--- config.mk ---
export PLATFORM = sky130hd
export DESIGN_NAME = mmio_out_port
export DESIGN_NICKNAME = d
export VERILOG_FILES = /design/src/rtl/mmio_out_port.sv
export SDC_FILE = /design/constraint.sdc
export NUM_CORES = 1
export LEC_CHECK = 0
export BUFFER_PORTS_ARGS = -buffer_cell sky130_fd_sc_hd__buf_2
export CAP_MARGIN = 25
export CORE_MARGIN = 2
export CORE_UTILIZATION = 30
export DETAILED_ROUTE_END_ITERATION = 10
export GPL_TIMING_DRIVEN = 1
export PLACE_DENSITY = 0.52
export SLEW_MARGIN = 20
export SYNTH_ARGS = -nofsm -noshare
export SYNTH_HDL_FRONTEND = slang
export SYNTH_SLANG_ARGS = --single-unit
--- constraint.sdc ---
create_clock -name clk -period 4.9 [get_ports clk]
set_clock_uncertainty 0.05 [all_clocks]
set_input_delay 1.47 -clock clk [delete_from_list [all_inputs] [get_ports clk]]
set_output_delay 1.47 -clock clk [all_outputs]
set_load 0.05 [all_outputs]
--- src/rtl/mmio_out_port.sv ---
`default_nettype none
// ============================================================================
// Module      : mmio_out_port
// Description : Store-snooping output port with a small FIFO drain interface
//               and a one-shot pass/fail verdict on the first captured value.
// Revision    : 1.0 - initial release
// ============================================================================
module mmio_out_port #(
    parameter int               WIDTH     = 8,
    parameter logic [WIDTH-1:0] PORT_ADDR = 8'hFF,
    parameter logic [WIDTH-1:0] EXPECTED  = 8'h0D,
    parameter int               DEPTH     = 4,
    parameter int               LVLBITS   = 3
) (
    input  logic               clk,
    input  logic               reset,
    input  logic               memwrite,
    input  logic [WIDTH-1:0]   adr,
    input  logic [WIDTH-1:0]   writedata,
    input  logic               out_ready,
    output logic               out_valid,
    output logic [WIDTH-1:0]   out_data,
    output logic [LVLBITS-1:0] level,
    output logic               overflow,
    output logic [WIDTH-1:0]   wr_count,
    output logic               first_done,
    output logic               pass,
    output logic               fail
);

    localparam int               c_PTRW  = $clog2(DEPTH);
    localparam logic [LVLBITS-1:0] c_FULL = LVLBITS'(DEPTH);

    typedef enum logic [0:0] {
        ST_IDLE = 1'b0,
        ST_DONE = 1'b1
    } state_t;

    state_t               state_q, state_d;
    logic [c_PTRW-1:0]    wr_ptr_q, wr_ptr_d;
    logic [c_PTRW-1:0]    rd_ptr_q, rd_ptr_d;
    logic [LVLBITS-1:0]   level_q, level_d;
    logic                 overflow_q, overflow_d;
    logic [WIDTH-1:0]     wr_count_q, wr_count_d;
    logic                 first_done_q, first_done_d;
    logic                 pass_q, pass_d;
    logic                 fail_q, fail_d;
    logic [WIDTH-1:0]     mem_q [DEPTH];

    logic w_hit, w_empty, w_full, w_pop, w_push;

    assign w_hit   = memwrite && (adr == PORT_ADDR);
    assign w_empty = (level_q == '0);
    assign w_full  = (level_q == c_FULL);
    assign w_pop   = !w_empty && out_ready;
    // A pop in the same edge frees the slot, so a full FIFO still accepts.
    assign w_push  = w_hit && (!w_full || w_pop);

    always_comb begin
        wr_ptr_d     = wr_ptr_q;
        rd_ptr_d     = rd_ptr_q;
        level_d      = level_q;
        overflow_d   = overflow_q;
        wr_count_d   = wr_count_q;
        state_d      = state_q;
        first_done_d = first_done_q;
        pass_d       = pass_q;
        fail_d       = fail_q;

        if (w_push) begin
            wr_ptr_d = wr_ptr_q + c_PTRW'(1);
        end
        if (w_pop) begin
            rd_ptr_d = rd_ptr_q + c_PTRW'(1);
        end
        if (w_push && !w_pop) begin
            level_d = level_q + LVLBITS'(1);
        end else if (w_pop && !w_push) begin
            level_d = level_q - LVLBITS'(1);
        end

        if (w_hit && !w_push) begin
            overflow_d = 1'b1;
        end
        if (w_hit && (wr_count_q != '1)) begin
            wr_count_d = wr_count_q + WIDTH'(1);
        end

        case (state_q)
            ST_IDLE: begin
                if (w_hit) begin
                    state_d      = ST_DONE;
                    first_done_d = 1'b1;
                    pass_d       = (writedata == EXPECTED);
                    fail_d       = (writedata != EXPECTED);
                end
            end
            ST_DONE: begin
                state_d = ST_DONE;
            end
            default: begin
                state_d = ST_IDLE;
            end
        endcase
    end

    always_ff @(posedge clk or negedge reset) begin
        if (!reset) begin
            state_q      <= ST_IDLE;
            wr_ptr_q     <= '0;
            rd_ptr_q     <= '0;
            level_q      <= '0;
            overflow_q   <= 1'b0;
            wr_count_q   <= '0;
            first_done_q <= 1'b0;
            pass_q       <= 1'b0;
            fail_q       <= 1'b0;
        end else begin
            state_q      <= state_d;
            wr_ptr_q     <= wr_ptr_d;
            rd_ptr_q     <= rd_ptr_d;
            level_q      <= level_d;
            overflow_q   <= overflow_d;
            wr_count_q   <= wr_count_d;
            first_done_q <= first_done_d;
            pass_q       <= pass_d;
            fail_q       <= fail_d;
        end
    end

    // Storage needs no reset; out_data is masked while empty.
    always_ff @(posedge clk) begin
        if (w_push) begin
            mem_q[wr_ptr_q] <= writedata;
        end
    end

    assign out_valid  = !w_empty;
    assign out_data   = w_empty ? '0 : mem_q[rd_ptr_q];
    assign level      = level_q;
    assign overflow   = overflow_q;
    assign wr_count   = wr_count_q;
    assign first_done = first_done_q;
    assign pass       = pass_q;
    assign fail       = fail_q;

endmodule
`default_nettype wire

; ---- Word level (Yosys, flattened, before mapping)
; Memory sizes are Yosys's and may differ from the RTL's.
; Cells that the tools add are included.
; Widths: inputs -> output; s select.
[op_classes]
n_bitwise = 1
n_mux = 7
addsub = 5
eq_ne = 5
n_reduce_logical = 15
[ops]
columns = cell, count
row1 = $add 8x1->8 const B, 1
row2 = $eq 8x4->1 const B, 1
row3 = $eq 8x8->1 const B, 1
row4 = $mux 8, 1
row5 = $ne 8x4->1 const B, 1
row6 = $ne 8x8->1 const B, 1
row7 = $logic_and 1x1->1, 7
row8 = $mux 3, 2
row9 = $add 2x1->2 const B, 2
row10 = $logic_not 1->1, 4
row11 = $add 3x1->3 const B, 1
row12 = $eq 3x3->1 const B, 1
row13 = $logic_not 3->1, 1
row14 = $mux 1, 3
row15 = $sub 3x1->3 const B, 1
row16 = $pmux 1 s2, 1
row17 = $reduce_and 2->1, 1
row18 = $reduce_bool 2->1, 1
row19 = $logic_or 1x1->1, 1
row20 = $not 1->1, 1
[word_totals]
reg_bits = 20
in_bits = 20
elab_cells = 43
n_memories = 1
output_inout_bits = 24
ram_bits = 32
[memory_table]
columns = name, depth, width, read_ports, rd_clocked_by_memory_dff, write_ports, line
row1 = mem_q, 4, 8, 1, 0, 1, 48  ; logic [WIDTH-1:0] mem_q [DEPTH];

; ---- Longest topological paths before layout
; Gate-level depths: netlist of run 1.
[logic_depth]
word_depth = 9
depth_mapped = 8
ltp_nobuf = 8

; ---- Worst setup path after synthesis of run 1
; No wires, ideal clock.
[synth_timing]
path_kind = reg-to-output
from = reg level_q[0] (netlist: level[0])
to = out out_data[0]
path_buffers = 1
t_required_ps = 3380
slack_ps = 1377
arrival_time_ps = 2003
stages_incl_launch_ff = 4
path_cell_list = dfrtp_1 -> or3_1 -> clkbuf_1 -> and2_1
[synth_between]
elab_chain_cells = 2
[synth_rtl]
columns = element, line
row1 = start: declaration, 42  ; logic [LVLBITS-1:0] level_q, level_d;
row2 = start signal: assignment, 122  ; level_q <= level_d;
row3 = $logic_not 3->1, 53  ; assign w_empty = (level_q == '0);
row4 = $mux 8, 139  ; assign out_data = w_empty ? '0 : mem_q[rd_ptr_q];
row5 = end: declaration, 22  ; output logic [WIDTH-1:0] out_data,
; Every way passes these cells.

; ---- Worst setup path in the final report of run 1
[layout_timing]
from = reg rd_ptr_q[0]
to = out out_data[0]
[layout_between]
elab_chain_cells = 2
[layout_rtl]
columns = element, line
row1 = start: declaration, 41  ; logic [c_PTRW-1:0] rd_ptr_q, rd_ptr_d;
row2 = start signal: assignment, 121  ; rd_ptr_q <= rd_ptr_d;
row3 = $mem_v2 4x8, n/a
row4 = $mux 8, 139
; Every way passes these cells.

==> flow_summary.yaml, run 1 <==
min_path:
  hold_path_depth: 1
  hold_class: "reg -> reg"
  min_from: "overflow"
  holdPathEnd: "overflow"
timing:
  fin_setup_tns_ps: 0
  fin_crit_ps: 3560
  drv_slew: 0
  worst_slack_ps: 1340
  rsz0062_at_grt: "no"
  max_slew_margin_pct: 49.91
  finalSetupViolations: 0
  whs_ps: 411.9
  max_freq_mhz: 280.9
  min_period_over_period_pct: 72.65
  finalHoldViolations: 0
  worst_slew_pin_slew_ps: 747.2
global_route:
  antenna_found_initial: 0
  grt_max_degree: 21
  grt.overflow.total: 0
  grt_pass1_wl_mm: 6.617
  grt.total_usage_pct: 10.35
  first_global_vias: 1244
route:
  routed_wl_mm: 4.039
  wl_per_cell_um: 14.17
  via_count: 1238
  initialDrtViolationCount: 41
  drtPass1Iterations: 4
  ant_nets: 0
  drcViolationCount: 0
  via_per_inst: 4.344
worst_setup_path:
  rr_endpoint: "level[2]"
  crit-reg2reg-launch: "level[1]"
  cp.arrival_ps: 2040
  rrSetupSlack_ps: 2560
  start_kind: "flip-flop"
  crit_fanout: 10
  cp-end-kind: "output pin"
  critPathRequiredTime_ps: 3380
  reg2reg_depth: 8
  path_class: "reg -> out"
power:
  p_comb_share_pct: 36.8
  p_leak_nw: 1.090
  clkPwrFrac_pct: 19.2
  power_mw: 1.267
  peakVddDrop_uv: 117.3
  swShare_pct: 40.49
  internal_power_mw: 0.7541
  power_frac_seq_pct: 44.0
  p_switching_mw: 0.5130
  power_density_nw_per_um2: 470.6
yosys:
  ys_types: 39
  syn_nets: 166
  synthFlopType: "edfxtp_1"
  synthArstFlopShare_pct: 38.46
  synthCells: 139
  ys_ff_latch: 52
  syn_area_um2: 2285
  ys_warn_count: 0
  synth_edf_count: 32
  yosysSeqAreaShare_pct: 63.96
  avgSynthCellArea_um2: 16.44
floorplan:
  die_y_um: 91.27
  rows: 31
  ios: 44
  die_w_um: 91.27
  initial_core_util_pct: 31.17
  dieArea_um2: 8329
  core_um2: 7331
place:
  portBuffers: 43
  hpwlAfterDp_mm: 2.850
  gp_congestion: 0.6980
  dp_worst_setup_slack_ps: 1512
layout:
  final_util_pct: 36.73
  nets: 212
  diodes: 0
  area_growth_pct: 17.85
  fillCellCount: 706
  drive_above_1_share_pct: 39.25
job:
  drv_cap: 0
clock_tree:
  post_cts_buffers: 0
  cts_tree: "built"
  cts_hold_buf: 0
  clk_latency_ps: 300
  cts_buffers: 5
  clkSlewWorstSetupHoldPaths_ps: 90
  cts_root_buf: "clkbuf_8"
  cts_resized: 0
  htreeDepth: 2
  cts.sinks: 52
  clock_path_buffers: 2
status:
  status: "complete, no violations"
sequential cells by signal (all words and copies together), names as in the netlist, 2 cells and up:
signal,count
mem_q,32
wr_count,8
level,3
rd_ptr_q,2
wr_ptr_q,2
cells in the mapped netlist, drive strengths merged, types with 2 or more instances:
cell    instances  share of area [%]
a21oi           2               0.44
and2           13                3.6
and3            3               0.82
buf             2               0.71
clkbuf          2               0.33
dfrtp          20                 22
edfxtp         32                 42
ha              6                3.3
inv             4               0.66
mux2            4                2.3
mux4            8                7.9
nand2           5                1.1
nand3           5                1.3
nand4           4                2.4
nor4            2                1.2
nor4b           2                1.0
o21ai           2               0.44
or2             2               0.55
xnor2           7                2.7
xor2            2               0.77
layout by cell type, fill, tap and decap left out, types with 2 or more instances in the layout:
cell type	instances
nand4_4	2
xor2_1	2
inv_1	4
buf_2	43
a21oi_1	2
ha_1	6
clkinvlp_4	2
or2_2	2
edfxtp_1	32
dfrtp_1	20
and3_1	3
clkbuf_8	5
xnor2_1	7
mux4_2	8
nand4_1	2
o21ai_0	2
and2_1	13
mux2_4	2
nand3_1	4
mux2_2	2
nand2_1	4
critical path, cell delays in order, from the launching register on:
cell	delay, ps
dfrtp_1	770
mux4_2	590
and2_1	170
buf_2	200
cell families (layout without fill, tap and decap cells):
logic type,Yosys count,count (layout),synth area share [%]
xor gates and xnor gates,9,9,3.450
muxes,12,12,10.19
and+or+nand+nor,43,43,14.29
adders and majority gates,7,7,4.162
buffers and inverters,8,55,1.697
AOI/OAI and AO/OA,8,8,2.246
DFF,52,52,63.96
area by class of cell:
class	instances	area, um^2	share of cell area, %
clock buffers	5	68.82	2.556
clock inverters	3	23.77	0.8829
inverters	4	15.01	0.5576
multi-input cells	79	784.5	29.14
flip-flops and latches	52	1461	54.28
well taps	99	123.9	4.600
repair buffers	43	215.2	7.993
stage by stage:
stage                     instance area [um^2]  cells
final                                     2693    285
after global routing                      2693    285
after CTS                                 2693    285
after detailed placement                  2600    277
after global placement                    2600    277
after floorplan                           2285    139
worst max path at each step:
stage / endpoint / cells after the start / startpoint
2_1_floorplan: out_data[0] / 3 / level[0]
6_report: out_data[0] / 3 / rd_ptr_q[0]
3_5_place_dp: level[2] / 9 / memwrite
3_3_place_gp: level[2] / 9 / memwrite
4_1_cts: out_data[0] / 3 / rd_ptr_q[0]
5_1_grt: out_data[0] / 3 / rd_ptr_q[0]
power by group through the flow:
stage	sequential, mW	clock (mW)	combinational [mW]
after floorplan	0.580	0	0.354
after global placement	0.571	0	0.471
after detailed placement	0.570	0	0.472
after CTS	0.561	0.254	0.472
after global routing	0.567	0.269	0.496
final	0.558	0.244	0.466
routing by layer:
metal	part of all wire, %	global-route usage, %	up-vias
li1	-	-	609
met1	46	13.58	595
met2	50	16.91	30
met3	3.7	2.490	4
met4	0.82	3.409	0
met5	0	0	-
No activity file was read; power rests on OpenSTA's default activity.
==> run 2: changes to the inputs <==
--- a/config.mk
+++ b/config.mk
@@ -11,7 +11,7 @@
 export CORE_UTILIZATION = 30
 export DETAILED_ROUTE_END_ITERATION = 10
 export GPL_TIMING_DRIVEN = 1
-export PLACE_DENSITY = 0.52
+export PLACE_DENSITY = 0.53
 export SLEW_MARGIN = 20
 export SYNTH_ARGS = -nofsm -noshare
 export SYNTH_HDL_FRONTEND = slang
==> constraint.sdc (replaced) <==
create_clock -name clk -period 3.1 [get_ports clk]
set_clock_uncertainty 0.05 [all_clocks]
set_input_delay 0.93 -clock clk [delete_from_list [all_inputs] [get_ports clk]]
set_output_delay 0.93 -clock clk [all_outputs]
set_load 0.05 [all_outputs]
==> run 2 against run 1 <==
  * Setup slack lost 950 ps
  * Critical path type unchanged
  * First-iteration DRC count grew 12%
  * Global-route usage rose by 0.54 points
==> flow_summary.yaml, run 2 (same netlist as run 1, synthesis figures left out) <==
power:
  p_leak_nw: 1.119
  power_mw: 2.099
  peakVddDrop_uv: 278.1
  power_density_nw_per_um2: 767.7
clock_tree:
  clk_latency_ps: 300
  post_cts_buffers: 0
  cts_tree: "built"
  clock_path_buffers: 2
  cts_root_buf: "clkbuf_8"
  cts_resized: 0
  cts.sinks: 52
  htreeDepth: 2
  cts_hold_buf: 0
  cts_buffers: 5
  clkSlewWorstSetupHoldPaths_ps: 90
timing:
  finalHoldViolations: 0
  min_period_over_period_pct: 87.48
  worst_slew_pin_slew_ps: 622.2
  max_freq_mhz: 368.7
  drv_slew: 0
  max_slew_margin_pct: 58.14
  finalSetupViolations: 0
  rsz0062_at_grt: "no"
  fin_crit_ps: 2712
  fin_setup_tns_ps: 0
route:
  via_per_inst: 4.403
  drcViolationCount: 0
  via_count: 1268
  drtPass1Iterations: 4
  routed_wl_mm: 4.171
  ant_nets: 0
  initialDrtViolationCount: 46
  wl_per_cell_um: 14.48
layout:
  fillCellCount: 703
  layout_commonest_cell: "buf_2"
  area_growth_pct: 19.66
  largest-register: "mem_q"
  largest_reg_flops: 32
  nets: 215
  final_cell_mix: "buf_2, edfxtp_1, dfrtp_1"
  diodes: 0
  drive_above_1_share_pct: 40.21
worst_setup_path:
  cp-end-kind: "output pin"
  start_kind: "flip-flop"
  crit_fanout: 6
  cp.arrival_ps: 1730
  rrSetupSlack_ps: 790
  critPathRequiredTime_ps: 2120
  path_class: "reg -> out"
global_route:
  use_met3_pct: 2.822
  grt.overflow.total: 0
  antenna_found_initial: 0
  grt_max_degree: 21
  first_global_vias: 1286
  grt.busiest_layer: "met2"
  grt_util_met2_pct: 17.53
  grt_pass1_wl_mm: 6.996
  grt_use_met1_pct: 14.29
  grt.total_usage_pct: 10.89
job:
  drv_cap: 0
floorplan:
  core_um2: 7331
  initial_core_util_pct: 31.17
  rows: 31
  dieArea_um2: 8329
  ios: 44
  die_y_um: 91.27
  die_w_um: 91.27
min_path:
  hold_class: "reg -> reg"
status:
  status: "complete, no violations"
place:
  gp_congestion: 0.6795
  portBuffers: 43
  hpwlAfterDp_mm: 2.989
==> run 2: cell count changes in the layout (fill, tap and decap cells not counted), sizes merged <==
cell | before | now
buf | 43 | 46
bufinv | 0 | 1
clkinvlp | 2 | 1
==> run 2: per-layer routing <==
metal / vias up / wire (um)
li1: 614 / -
met1: 618 / 1835
met2: 29 / 2088
met3: 7 / 197
met4: 0 / 50
met5: - / 0
==> run 2: final timing paths <==
kind,startpoint,endpoint,depth (start not counted)
setup / recovery,rd_ptr_q[0],out_data[3],4
hold / removal,overflow,overflow,1
setup reg to reg,level[2],level[2],8
hold reg to reg,overflow,overflow,1
max in group asynchronous,reset,first_done,1
min in group asynchronous,reset,wr_count[3],1
==> run 2: worst max-delay path, stage by stage, from the launching register on <==
cell and delay, ps:
dfrtp_1 350, buf_4 170, mux4_2 510, and2_1 180
buf_2 210
==> run 2: report_power, final <==
group          leakage, nW  switching, mW  internal, mW  total [mW]
Clock               0.0541          0.225         0.239       0.464
Sequential           0.540         0.0642         0.779       0.844
Combinational        0.525          0.519         0.272       0.791
==> run 2: stage by stage <==
| step | instance area, um^2 | instances | utilization [%] | setup WS (ps) | hold WS, ps |
|---|---|---|---|---|---|
| 2_1_floorplan | 2285 | 139 | - | 116.8 | 390.0 |
| 6_report | 2734 | 288 | 37.29 | 388.0 | 410.4 |
| 5_1_grt | 2734 | 288 | 37.29 | 297.0 | 431.9 |
| 4_1_cts | 2734 | 288 | 37.29 | 364.4 | 418.0 |
| 3_3_place_gp | 2623 | 280 | 35.77 | 327.5 | 392.8 |
| 3_5_place_dp | 2623 | 280 | 35.77 | 266.2 | 396.0 |
==> run 2: final cells by class <==
type	count	area, um^2	area share [%]
clock buffers	5	68.82	2.517
clock inverters	3	42.54	1.556
inverters	4	15.01	0.5492
multi-input cells	79	784.5	28.70
flip-flops and latches	52	1461	53.46
well taps	99	123.9	4.531
repair buffers	46	237.7	8.696
==> run 3: changes to the inputs <==
--- a/config.mk
+++ b/config.mk
@@ -11,8 +11,6 @@
 export CORE_UTILIZATION = 30
 export DETAILED_ROUTE_END_ITERATION = 10
 export GPL_TIMING_DRIVEN = 1
-export PLACE_DENSITY = 0.53
-export SLEW_MARGIN = 20
 export SYNTH_ARGS = -nofsm -noshare
 export SYNTH_HDL_FRONTEND = slang
 export SYNTH_SLANG_ARGS = --single-unit
==> run 3 against run 2 <==
  * Hold slack gained 1.9 ps
  * Setup slack lost 40 ps
  * First-iteration DRC count shrank 13%
  * Critical path depth is the same
  * Clock power shrank 17%
  * Via count grew 0.16%
  * Wire length grew 0.19%
  * Total power shrank 4.1%
  * Maximum frequency shrank 1.4%
  * Utilization shrank 0.41 points
  * Sequential share of layout area grew 0.59 points
  * Count of clock-buffer cells in the layout grew 1
  * Critical path type unchanged
  * Largest cell class unchanged
==> flow_summary.yaml, run 3 (same netlist as run 1, synthesis figures left out) <==
floorplan:
  core_um2: 7331
  ios: 44
  die_w_um: 91.27
  die_y_um: 91.27
  rows: 31
  initial_core_util_pct: 31.17
  dieArea_um2: 8329
place:
  portBuffers: 43
  hpwlAfterDp_mm: 3.008
  gp_congestion: 0.7014
worst_setup_path:
  crit_fanout: 10
  cp.arrival_ps: 1770
  start_kind: "flip-flop"
  rr_endpoint: "level[2]"
  crit-reg2reg-launch: "level[2]"
  rrSetupSlack_ps: 770
  cp-end-kind: "output pin"
  path_class: "reg -> out"
  critPathCapture: "out_data[2]"
  critPathRequiredTime_ps: 2120
  reg2reg_depth: 8
  startpoint: "rd_ptr_q[0]"
global_route:
  antenna_found_initial: 0
  first_global_vias: 1302
  grt.overflow.total: 0
  grt_max_degree: 21
  grt_pass1_wl_mm: 6.941
  grt.total_usage_pct: 10.75
layout:
  largest-register: "mem_q"
  area_growth_pct: 18.35
  nets: 214
  final-seq-area_um2: 1461
  layout_commonest_cell: "buf_2"
  drive_above_1_share_pct: 39.36
  diodes: 0
  largest_reg_flops: 32
  fillCellCount: 707
  multi_input_area_um2: 784.5
  final_cell_mix: "buf_2, edfxtp_1, dfrtp_1"
clock_tree:
  clock_path_buffers: 2
  cts_hold_buf: 0
  cts_resized: 0
  post_cts_buffers: 0
  clk_latency_ps: 300
  htreeDepth: 2
  cts_root_buf: "clkbuf_8"
  cts_tree: "built"
  cts_buffers: 5
  cts.sinks: 52
  clkSlewWorstSetupHoldPaths_ps: 90
route:
  initialDrtViolationCount: 40
  wl_per_cell_um: 14.56
  via_count: 1270
  via_per_inst: 4.425
  drtPass1Iterations: 4
  ant_nets: 0
  routed_wl_mm: 4.179
  drcViolationCount: 0
timing:
  min_period_over_period_pct: 88.77
  drv_slew: 0
  max_freq_mhz: 363.4
  finalHoldViolations: 0
  finalSetupViolations: 0
  fin_crit_ps: 2752
  fin_setup_tns_ps: 0
  rsz0062_at_grt: "no"
  max_slew_margin_pct: 55.69
  worst_slew_pin_slew_ps: 658.5
power:
  power_density_nw_per_um2: 744.5
  p_leak_nw: 1.101
  peakVddDrop_uv: 226.6
  power_mw: 2.013
status:
  status: "complete, no violations"
job:
  drv_cap: 0
min_path:
  hold_class: "reg -> reg"
run 3: cell types whose count changed in the layout (fill, tap and decap cells not counted), sizes merged:
cell / change
bufinv: -1
clkbuf: +1
buf: -1
run 3: worst min path at each step:
stage	start	end	slack [ps]	depth (start not counted)
2_1_floorplan	state_q	state_q	390	1
3_3_place_gp	overflow	overflow	390	1
3_5_place_dp	overflow	overflow	390	1
4_1_cts	overflow	overflow	420	1
5_1_grt	first_done	first_done	440	1
6_report	overflow	overflow	410	1
run 3: layout make-up:
| class | count | share of cell area (%) |
|---|---|---|
| clock buffers | 6 | 2.684 |
| clock inverters | 2 | 0.6016 |
| inverters | 4 | 0.5553 |
| multi-input cells | 79 | 29.01 |
| flip-flops and latches | 52 | 54.05 |
| well taps | 99 | 4.581 |
| repair buffers | 45 | 8.515 |
run 3: critical path: stages (launching register included):
cell	delay [ps]
dfrtp_1	330
buf_4	220
mux4_2	550
and2_1	170
buf_2	200
run 3: layer usage:
metal / share of wire (%) / global-route usage [%]
met1: 49 / 15.25
met2: 43 / 16.05
met3: 7.1 / 3.485
met4: 0.41 / 2.652
met5: 0 / 0
run 3: power by group:
group	total (mW)	internal (mW)	switching [mW]
combinational	0.786	0.264	0.523
sequential	0.844	0.779	0.0647
clock	0.383	0.161	0.222
total	2.01	1.20	0.809
run 3: through the flow:
stage                     utilization, %  hold WS [ps]  cells  setup WS, ps  area, um^2
after CTS                          36.88         415.3    287         324.3        2704
final                              36.88         412.3    287         348.1        2704
after global placement             35.67         394.5    279         315.4        2615
after floorplan                        -         390.0    139         116.8        2285
after detailed placement           35.67         394.1    279         225.2        2615
after global routing               36.88         444.8    287         254.2        2704
